$ cat src/rtl/muldiv_pkg.sv
// Shared types and opcode decode helpers for the iterative M-extension unit.
package muldiv_pkg;

    typedef enum logic [2:0] {
        OpMul    = 3'd0,
        OpMulh   = 3'd1,
        OpMulhsu = 3'd2,
        OpMulhu  = 3'd3,
        OpDiv    = 3'd4,
        OpDivu   = 3'd5,
        OpRem    = 3'd6,
        OpRemu   = 3'd7
    } muldiv_op_e;

    typedef enum logic [1:0] {
        StIdle,
        StMul,
        StDiv,
        StDone
    } muldiv_state_e;

    function automatic logic is_div(input muldiv_op_e op);
        return (op == OpDiv) || (op == OpDivu) || (op == OpRem) || (op == OpRemu);
    endfunction

    function automatic logic is_rem(input muldiv_op_e op);
        return (op == OpRem) || (op == OpRemu);
    endfunction

    // Low half of MUL is sign-agnostic, so it is handled as unsigned.
    function automatic logic is_signed_a(input muldiv_op_e op);
        return (op == OpMulh) || (op == OpMulhsu) || (op == OpDiv) || (op == OpRem);
    endfunction

    function automatic logic is_signed_b(input muldiv_op_e op);
        return (op == OpMulh) || (op == OpDiv) || (op == OpRem);
    endfunction

    function automatic logic returns_high(input muldiv_op_e op);
        return (op == OpMulh) || (op == OpMulhsu) || (op == OpMulhu);
    endfunction

endpackage

$ cat src/rtl/muldiv_negate.sv
// Conditional two's-complement negation, used for operand magnitudes and result sign fix.
module muldiv_negate #(
    parameter int unsigned Width = 32
) (
    input  logic             neg_i,
    input  logic [Width-1:0] a_i,
    output logic [Width-1:0] y_o
);

    assign y_o = neg_i ? -a_i : a_i;

endmodule

$ cat src/rtl/muldiv_unit.sv
// Iterative RISC-V M-extension unit: radix-2 shift-add multiply, restoring divide,
// one bit per cycle, with the RISC-V divide-by-zero / overflow results short-circuited.
module muldiv_unit
    import muldiv_pkg::*;
#(
    parameter int unsigned DATA_WIDTH     = 32,
    parameter int unsigned REG_ADDR_WIDTH = 5
) (
    input  logic                      clk,
    input  logic                      rst,
    input  logic                      valid_i,
    output logic                      ready_o,
    input  logic [2:0]                op_i,
    input  logic [DATA_WIDTH-1:0]     a_i,
    input  logic [DATA_WIDTH-1:0]     b_i,
    input  logic [REG_ADDR_WIDTH-1:0] rd_i,
    input  logic                      flush_i,
    output logic                      valid_o,
    output logic [DATA_WIDTH-1:0]     result_o,
    output logic [REG_ADDR_WIDTH-1:0] rd_o,
    output logic                      busy_o
);

    localparam int unsigned W    = DATA_WIDTH;
    localparam int unsigned CntW = $clog2(DATA_WIDTH) + 1;
    localparam logic [CntW-1:0] CntLast = CntW'(DATA_WIDTH - 1);
    localparam logic [W-1:0]    MinNeg  = {1'b1, {(W - 1){1'b0}}};

    muldiv_state_e             state_q, state_d;
    muldiv_op_e                op_q, op_d;
    logic [REG_ADDR_WIDTH-1:0] rd_q, rd_d, rd_out_q, rd_out_d;
    logic [2*W-1:0]            acc_q, acc_d;
    logic [W-1:0]              opnd_q, opnd_d;
    logic                      neg_q, neg_d;
    logic                      rem_neg_q, rem_neg_d;
    logic [CntW-1:0]           cnt_q, cnt_d;
    logic [W-1:0]              result_q, result_d;

    muldiv_op_e   op_in;
    logic         a_neg, b_neg;
    logic [W-1:0] a_mag, b_mag;
    logic         special_zero, special_ovf;
    logic [W-1:0] special_res;

    assign op_in = muldiv_op_e'(op_i);
    assign a_neg = a_i[W-1] & is_signed_a(op_in);
    assign b_neg = b_i[W-1] & is_signed_b(op_in);

    muldiv_negate #(.Width(W)) u_abs_a (.neg_i(a_neg), .a_i(a_i), .y_o(a_mag));
    muldiv_negate #(.Width(W)) u_abs_b (.neg_i(b_neg), .a_i(b_i), .y_o(b_mag));

    assign special_zero = is_div(op_in) && (b_i == '0);
    assign special_ovf  = ((op_in == OpDiv) || (op_in == OpRem)) && (a_i == MinNeg) && (&b_i);

    always_comb begin
        if (special_zero) begin
            special_res = is_rem(op_in) ? a_i : '1;
        end else begin
            special_res = is_rem(op_in) ? '0 : a_i;
        end
    end

    // Multiply step: low half of acc holds the remaining multiplier bits.
    logic [W:0]     mul_sum;
    logic [2*W-1:0] mul_next;
    assign mul_sum  = {1'b0, acc_q[2*W-1:W]} + (acc_q[0] ? {1'b0, opnd_q} : '0);
    assign mul_next = {mul_sum, acc_q[W-1:1]};

    // Divide step: acc = {partial remainder, dividend bits shifting into quotient}.
    logic [W:0]     div_rem_sh;
    logic           div_ge;
    logic [W-1:0]   div_rem_new;
    logic [2*W-1:0] div_next;
    assign div_rem_sh  = acc_q[2*W-1:W-1];
    assign div_ge      = div_rem_sh >= {1'b0, opnd_q};
    assign div_rem_new = div_ge ? W'(div_rem_sh - {1'b0, opnd_q}) : div_rem_sh[W-1:0];
    assign div_next    = {div_rem_new, acc_q[W-2:0], div_ge};

    logic [2*W-1:0] prod_fixed;
    logic [W-1:0]   mul_result;
    logic [W-1:0]   div_raw, div_fixed;
    logic           div_sign;

    muldiv_negate #(.Width(2 * W)) u_fix_prod (
        .neg_i(neg_q),
        .a_i  (mul_next),
        .y_o  (prod_fixed)
    );
    assign mul_result = returns_high(op_q) ? prod_fixed[2*W-1:W] : prod_fixed[W-1:0];

    assign div_raw  = is_rem(op_q) ? div_next[2*W-1:W] : div_next[W-1:0];
    assign div_sign = is_rem(op_q) ? rem_neg_q : neg_q;
    muldiv_negate #(.Width(W)) u_fix_div (.neg_i(div_sign), .a_i(div_raw), .y_o(div_fixed));

    always_comb begin
        state_d   = state_q;
        op_d      = op_q;
        rd_d      = rd_q;
        rd_out_d  = rd_out_q;
        acc_d     = acc_q;
        opnd_d    = opnd_q;
        neg_d     = neg_q;
        rem_neg_d = rem_neg_q;
        cnt_d     = cnt_q;
        result_d  = result_q;
        unique case (state_q)
            StIdle: begin
                if (valid_i && !flush_i) begin
                    op_d      = op_in;
                    rd_d      = rd_i;
                    cnt_d     = '0;
                    neg_d     = a_neg ^ b_neg;
                    rem_neg_d = a_neg;
                    if (special_zero || special_ovf) begin
                        state_d  = StDone;
                        result_d = special_res;
                        rd_out_d = rd_i;
                    end else if (is_div(op_in)) begin
                        state_d = StDiv;
                        acc_d   = {{W{1'b0}}, a_mag};
                        opnd_d  = b_mag;
                    end else begin
                        state_d = StMul;
                        acc_d   = {{W{1'b0}}, b_mag};
                        opnd_d  = a_mag;
                    end
                end
            end
            StMul, StDiv: begin
                if (flush_i) begin
                    state_d = StIdle;
                end else begin
                    acc_d = (state_q == StMul) ? mul_next : div_next;
                    if (cnt_q == CntLast) begin
                        state_d  = StDone;
                        result_d = (state_q == StMul) ? mul_result : div_fixed;
                        rd_out_d = rd_q;
                    end else begin
                        cnt_d = cnt_q + 1'b1;
                    end
                end
            end
            StDone: begin
                state_d = StIdle;
            end
            default: begin
                state_d = StIdle;
            end
        endcase
    end

    always_ff @(posedge clk) begin
        if (!rst) begin
            state_q   <= StIdle;
            op_q      <= OpMul;
            rd_q      <= '0;
            rd_out_q  <= '0;
            acc_q     <= '0;
            opnd_q    <= '0;
            neg_q     <= 1'b0;
            rem_neg_q <= 1'b0;
            cnt_q     <= '0;
            result_q  <= '0;
        end else begin
            state_q   <= state_d;
            op_q      <= op_d;
            rd_q      <= rd_d;
            rd_out_q  <= rd_out_d;
            acc_q     <= acc_d;
            opnd_q    <= opnd_d;
            neg_q     <= neg_d;
            rem_neg_q <= rem_neg_d;
            cnt_q     <= cnt_d;
            result_q  <= result_d;
        end
    end

    assign ready_o  = (state_q == StIdle);
    assign busy_o   = (state_q != StIdle);
    assign valid_o  = (state_q == StDone);
    assign result_o = result_q;
    assign rd_o     = rd_out_q;

endmodule

$ cat config.mk
export PLATFORM = sky130hd
export DESIGN_NAME = muldiv_unit
export DESIGN_NICKNAME = d
export VERILOG_FILES = /design/src/rtl/muldiv_pkg.sv /design/src/rtl/muldiv_negate.sv /design/src/rtl/muldiv_unit.sv
export SDC_FILE = /design/constraint.sdc
export NUM_CORES = 1
export LEC_CHECK = 0
export CAP_MARGIN = 25
export CORE_MARGIN = 2
export CORE_UTILIZATION = 55
export CTS_BUF_LIST = sky130_fd_sc_hd__clkbuf_2 sky130_fd_sc_hd__clkbuf_4 sky130_fd_sc_hd__clkbuf_8
export CTS_CLUSTER_SIZE = 28
export DETAILED_ROUTE_END_ITERATION = 12
export GPL_TIMING_DRIVEN = 1
export PLACE_DENSITY = 0.75
export SLEW_MARGIN = 10
export SYNTH_ARGS = -nofsm -noshare
export SYNTH_HDL_FRONTEND = slang
export SYNTH_HIERARCHICAL = 1
export SYNTH_SLANG_ARGS = --single-unit
$ cat constraint.sdc
create_clock -name clk -period 9.41 [get_ports clk]
set_input_delay 1.882 -clock clk [delete_from_list [all_inputs] [get_ports clk]]
set_output_delay 1.882 -clock clk [all_outputs]
set_load 0.1 [all_outputs]
Yosys cells after proc, flatten, opt, wreduce, memory -nomap -nowiden. Cells that the tools add are included.

Output and inout port bits: 40. Input port bits: 76. Bits in registers: 151. Logic and storage cells: 116.

$add $sub $neg: 7. Mux-type cells: 40. Order comparisons: 1. Reduce and logical (&&, ||, !) cells: 31. Eq/ne operators: 23. Bitwise logic cells: 4.

Operator list (number): $mux 32 (17); $mux 64 (5); $pmux 64 s2 (1); $neg 32->32 (3); $neg 64->64 (1); $pmux 32 s2 (1); $add 32x32->33 (1); $ge 33x32->1 (1); $eq 32x32->1 const B (1); $logic_not 32->1 (1); $reduce_and 32->1 (1); $sub 32x32->32 (1); $mux 5 (4); $eq 3x3->1 const B (6); $mux 6 (3); $logic_or 1x1->1 (14); $pmux 6 s2 (1); $mux 2 (5); $pmux 5 s2 (1); $eq 3x2->1 const B (3); $ne 2x2->1 const B (4); $reduce_and 4->1 (2); $add 6x1->6 const B (1); $eq 3x1->1 const B (2); 18 further kinds (26).

Logic depth before layout (Yosys ltp).
Word-level depth: 10. Mapped depth: 26.

Cells and area by module. The synthesis kept the hierarchy.

By module, submodules not included: muldiv_unit (instances 1, area an instance 13153.9 um2, cells an instance 1656, seq. area each 3022.9 um2); muldiv_negate at u_abs_a ... (instances 3, area an instance 767.0 um2, cells an instance 108, seq. area each 0.0 um2); muldiv_negate at u_fix_prod (instances 1, area an instance 1453.9 um2, cells an instance 198, seq. area each 0.0 um2).

Least setup slack after synthesis. Ideal clock, no wire load.

Kind: reg2reg. Start point: register opnd_q[15]. End point: register result_q[30] (netlist: result_o[30]). Library setup time: 0.061 ns. Setup slack: 4.340 ns. Buffers on the path: 4. Arrival time: 5.009 ns. Stages on the path, launching flop included: 26. Cell sequence: dfxtp_1 -> inv_1 -> ha_1 -> a21o_1 -> a31o_1 -> a221oi_2 -> or2_2 -> nand3_2 -> o2111a_2 -> o211ai_4 -> and2_1 -> buf_4 -> buf_12 -> buf_12 -> mux2i_1 -> o21ai_1 -> or4_4 -> or4_4 -> buf_6 -> or3_1 -> o311ai_1 -> nor2_1 -> a21oi_1 -> mux2i_1 -> nand2_1 -> o211a_1.

Cells in the longest elaborated chain, start to end: 9.

RTL lines: start: declaration (line muldiv_unit.sv:33) `logic [W-1:0] opnd_q, opnd_d;`; start signal: assignment (line muldiv_unit.sv:170) `opnd_q <= opnd_d;`; $ge 33x32->1 (line muldiv_unit.sv:75) `assign div_ge = div_rem_sh >= {1'b0, opnd_q};`; $mux 32 (line muldiv_unit.sv:76) `assign div_rem_new = div_ge ? W'(div_rem_sh - {1'b0, opnd_q}) : div_rem_sh[W-1:0];`; $mux 32 (line muldiv_unit.sv:91) `assign div_raw = is_rem(op_q) ? div_next[2*W-1:W] : div_next[W-1:0];`; named net div_raw[14] (line muldiv_unit.sv:81) `logic [W-1:0] div_raw, div_fixed;`; $neg 32->32 (line muldiv_negate.sv:10) `assign y_o = neg_i ? -a_i : a_i;`; $mux 32 (line muldiv_negate.sv:10); named net div_fixed[30] (line muldiv_unit.sv:81); $mux 32 (line muldiv_unit.sv:136) `result_d = (state_q == StMul) ? mul_result : div_fixed;`; $mux 32 (line muldiv_unit.sv:134) `if (cnt_q == CntLast) begin`; $mux 32 (line muldiv_unit.sv:130) `if (flush_i) begin`; $pmux 32 s2 (line muldiv_unit.sv:106) `unique case (state_q)`; end signal: assignment (line muldiv_unit.sv:174) `result_q <= result_d;`; end: declaration (line muldiv_unit.sv:37) `logic [W-1:0] result_q, result_d;`.

The timed path passes the listed nets, and every way through them passes these cells. The select of a mux whose other input is x is not followed. A chain may end at the register's enable or synchronous reset.

Final worst setup path.
Start point: register opnd_q[3]. End point: register result_q[26] (netlist: result_o[26]).

Cells in the longest elaborated chain, start to end: 9.

RTL lines (line): $sub 32x32->32 / $ge 33x32->1 (equally long branches) (muldiv_unit.sv:76, muldiv_unit.sv:75); $mux 32 (*) (muldiv_unit.sv:76); $mux 32 (*) (muldiv_unit.sv:91); named net div_raw[20] (muldiv_unit.sv:81); $neg 32->32 (*) (muldiv_negate.sv:10); $mux 32 (*) (muldiv_negate.sv:10); named net div_fixed[26] (muldiv_unit.sv:81); $mux 32 (*) (muldiv_unit.sv:136); $mux 32 (*) (muldiv_unit.sv:134); $mux 32 (*) (muldiv_unit.sv:130); $pmux 32 s2 (*) (muldiv_unit.sv:106).

Mark *: on every way through the listed nets, which the timed path passes. The rest lies on a longest branch. The select of a mux whose other input is x is not followed.

==> results.json <==
{
  "ys_ff_latch": 151,
  "synth_nets": 2328,
  "synth_flop_cell": "dfxtp_1",
  "p_leak_nw": 7.933,
  "top_layer_used": "met4",
  "drive_above_1_share": 0.05730,
  "crit_fanout": 26,
  "antenna_cells": 0,
  "io-pin-count": 116,
  "drt-met1-wl_um": 25340,
  "avgSynthCellArea_um2": 7.763,
  "period_minus_slack_ns": 6.664,
  "wl_met2_um": 25970,
  "hold_slack_ns": 0.4685,
  "synth-edff-count": 0,
  "post_cts_buffers": 0,
  "skew_ns": 0.02347,
  "slew_viol_final": 0,
  "fp.dieH_um": 179.3,
  "detailedRoute.firstIterationViolations": 1735,
  "wl_um": 59860,
  "status": "finished clean",
  "path_clk_slew_ns": 0.10,
  "setup_viol": 0,
  "ys_types": 82,
  "dr_total_vias": 17320,
  "tns_ns": 0,
  "place.gp.congestion": 1.066,
  "rsz0062_at_grt": "no",
  "slew_headroom": 0.3044,
  "root_buffer": "clkbuf_8",
  "synth.top_cell.area_share": 0.1788,
  "synth_area_leaders": "dfxtp_1 (18%), xnor2_1 (9.6%), mux2i_1 (9.4%)",
  "vias_per_cell": 6.674,
  "grt_pass1_vias": 15830,
  "min_path_type": "reg2reg",
  "drc": 0,
  "worst_pin_slew_ns": 1.034,
  "yosys.area.top_type": "dfxtp_1",
  "arrival_ns": 7.10,
  "drt_first_pass_iters": 6,
  "final_common_cell": "nand2_1",
  "area.growth.synth_to_final_pct": 9.975,
  "grt_pass1_wl_um": 90780,
  "ctsHoldBuffers": 0,
  "post_drt_wl_per_cell_um": 23.07,
  "cts_buffers": 17,
  "period_share": 0.7081,
  "grt_usage": 0.3669,
  "finalHoldViolCount": 0,
  "p_per_area_mw_per_mm2": 296.0,
  "port-buffer-count": 115,
  "start_util": 0.5557,
  "fillCellCount": 2773,
  "syn-cell-area_mm2": 0.01691,
  "utilization": 0.6111,
  "antenna_found_initial": 0,
  "hpwl_um": 46360,
  "grt_max_degree": 100,
  "drv_cap": 0,
  "max_freq_mhz": 150.1,
  "cts_resized": 0,
  "synthArstFlopShare": 0,
  "required_ns": 9.85,
  "synth_warnings": 6,
  "numClockSinks": 151,
  "cts_htree_levels": 4,
  "nets": 2336,
  "end_kind": "flop",
  "die-width_um": 179.3,
  "synthCells": 2178,
  "core_mm2": 0.03043,
  "dr_wl_met3_um": 5050,
  "ys_seq_area_frac": 0.1788,
  "gr-total-overflow": 0,
  "rows": 64,
  "clockBufferDepth": 2,
  "final_cell_mix": "nand2_1 (222), xnor2_1 (186), mux2i_1 (158), dfxtp_1 (150), a21oi_1 (136)",
  "start_kind": "flop",
  "tritoncts": "yes",
  "clk_latency_ns": 0.50,
  "worstSetupPathType": "reg2reg",
  "vdd_ir_drop_max_mv": 0.2852,
  "die_area_mm2": 0.03216,
  "antenna_left": 0
}
sequential cells by signal, indices dropped and copies added (netlist names):
| name | flops |
|---|---|
| acc_q | 64 |
| neg_q | 1 |
| rem_neg_q | 1 |
| op_q | 3 |
| cnt_q | 6 |
| rd_o | 5 |
| result_o | 32 |
| state_q | 2 |
| opnd_q | 32 |
| rd_q | 5 |
per-stage QoR:
| step | cell area, um2 | cells | setup WS (ns) | power [W] |
|---|---|---|---|---|
| 2_1_floorplan | 16910 | 2178 | 4.340 | 0.003824 |
| 3_3_place_gp | 18080 | 2557 | 2.887 | 0.004808 |
| 3_5_place_dp | 18110 | 2560 | 2.962 | 0.004837 |
| 4_1_cts | 18540 | 2592 | 2.933 | 0.005379 |
| 5_1_grt | 18600 | 2595 | 2.518 | 0.005754 |
| 6_report | 18600 | 2595 | 2.746 | 0.005504 |
worst paths after layout:
path | startpoint | end | slack, ns | depth (start not counted)
hold reg to reg | rd_q[2] | rd_q[2] | 0.47 | 2
setup / recovery | opnd_q[3] | result_o[26] | 2.75 | 22
setup reg to reg | opnd_q[3] | result_o[26] | 2.75 | 22
hold / removal | rd_q[2] | rd_q[2] | 0.47 | 2
logic make-up (layout without fill, tap and decap cells):
group / after synthesis / in the layout / share of synthesized area
AND/OR/NAND/NOR: 661 / 661 / 0.2030
AO/OA/AOI/OAI: 665 / 665 / 0.2825
buffers and inverters: 224 / 245 / 0.05661
flip-flops: 151 / 151 / 0.1788
adder cells (fa/ha/maj): 106 / 106 / 0.07459
XOR/XNOR: 209 / 209 / 0.1083
multiplexers: 162 / 162 / 0.09620
final cells by class:
type / instances / area, um2 / share of cell area
inverter: 72 / 270.3 / 0.01453
timing repair buffer: 141 / 1384 / 0.07442
clock buffer: 17 / 234.0 / 0.01258
multi-input combinational: 1803 / 12990 / 0.6988
tap: 396 / 495.5 / 0.02665
clock inverter: 15 / 193.9 / 0.01043
sequential: 151 / 3024 / 0.1626
report_power, final:
group	leakage, nW	total (W)	switching [W]	internal [W]
clock	0.212	0.000534	0.000327	0.000207
sequential	1.23	0.00103	0.000239	0.000793
combinational	6.49	0.00394	0.00263	0.00131
metal layers:
metal | global-route usage | vias to the layer above
met1 | 0.5027 | 8231
li1 | - | 8076
met4 | 0.1909 | 0
met5 | 0 | -
met2 | 0.5623 | 862
met3 | 0.04852 | 149
worst max-delay path, stage by stage (launching register included):
cell,delay [ns]
dfxtp_1,0.37
inv_1,0.06
ha_1,0.34
a21o_1,0.21
a21oi_1,0.24
a211oi_1,0.14
o211ai_1,0.37
nand3_2,0.17
o2111a_2,0.31
o211ai_4,0.26
and2_2,0.45
buf_4,0.43
mux2i_1,0.38
o21ai_1,0.23
nor4_1,0.94
nand4_1,0.48
o31ai_1,0.42
xnor2_1,0.16
nor2_1,0.05
a21oi_1,0.23
mux2i_1,0.11
nand2_1,0.09
o211a_1,0.15
cell usage after synthesis (all sizes together), types with 6 or more instances:
| cell | number |
|---|---|
| o21a | 13 |
| nor2b | 73 |
| o41ai | 52 |
| clkbuf | 109 |
| a22oi | 24 |
| or4 | 32 |
| nor3 | 14 |
| nand4 | 32 |
| xnor2 | 186 |
| nand3 | 23 |
| buf | 43 |
| o31ai | 48 |
| and3 | 11 |
| inv | 72 |
| maj3 | 32 |
| o211a | 72 |
| nand3b | 6 |
| a21oi | 136 |
| nor2 | 100 |
| nand2 | 223 |
| and2 | 39 |
| or3 | 22 |
| a211oi | 72 |
| o21bai | 10 |
| mux2i | 158 |
| o211ai | 7 |
| a21o | 40 |
| o21ai | 135 |
| dfxtp | 151 |
| nand2b | 19 |
| a31oi | 6 |
| or2 | 14 |
| ha | 72 |
| nor4 | 35 |
| xor2 | 23 |
| a21boi | 12 |
No activity file was read; power rests on OpenSTA's default activity.
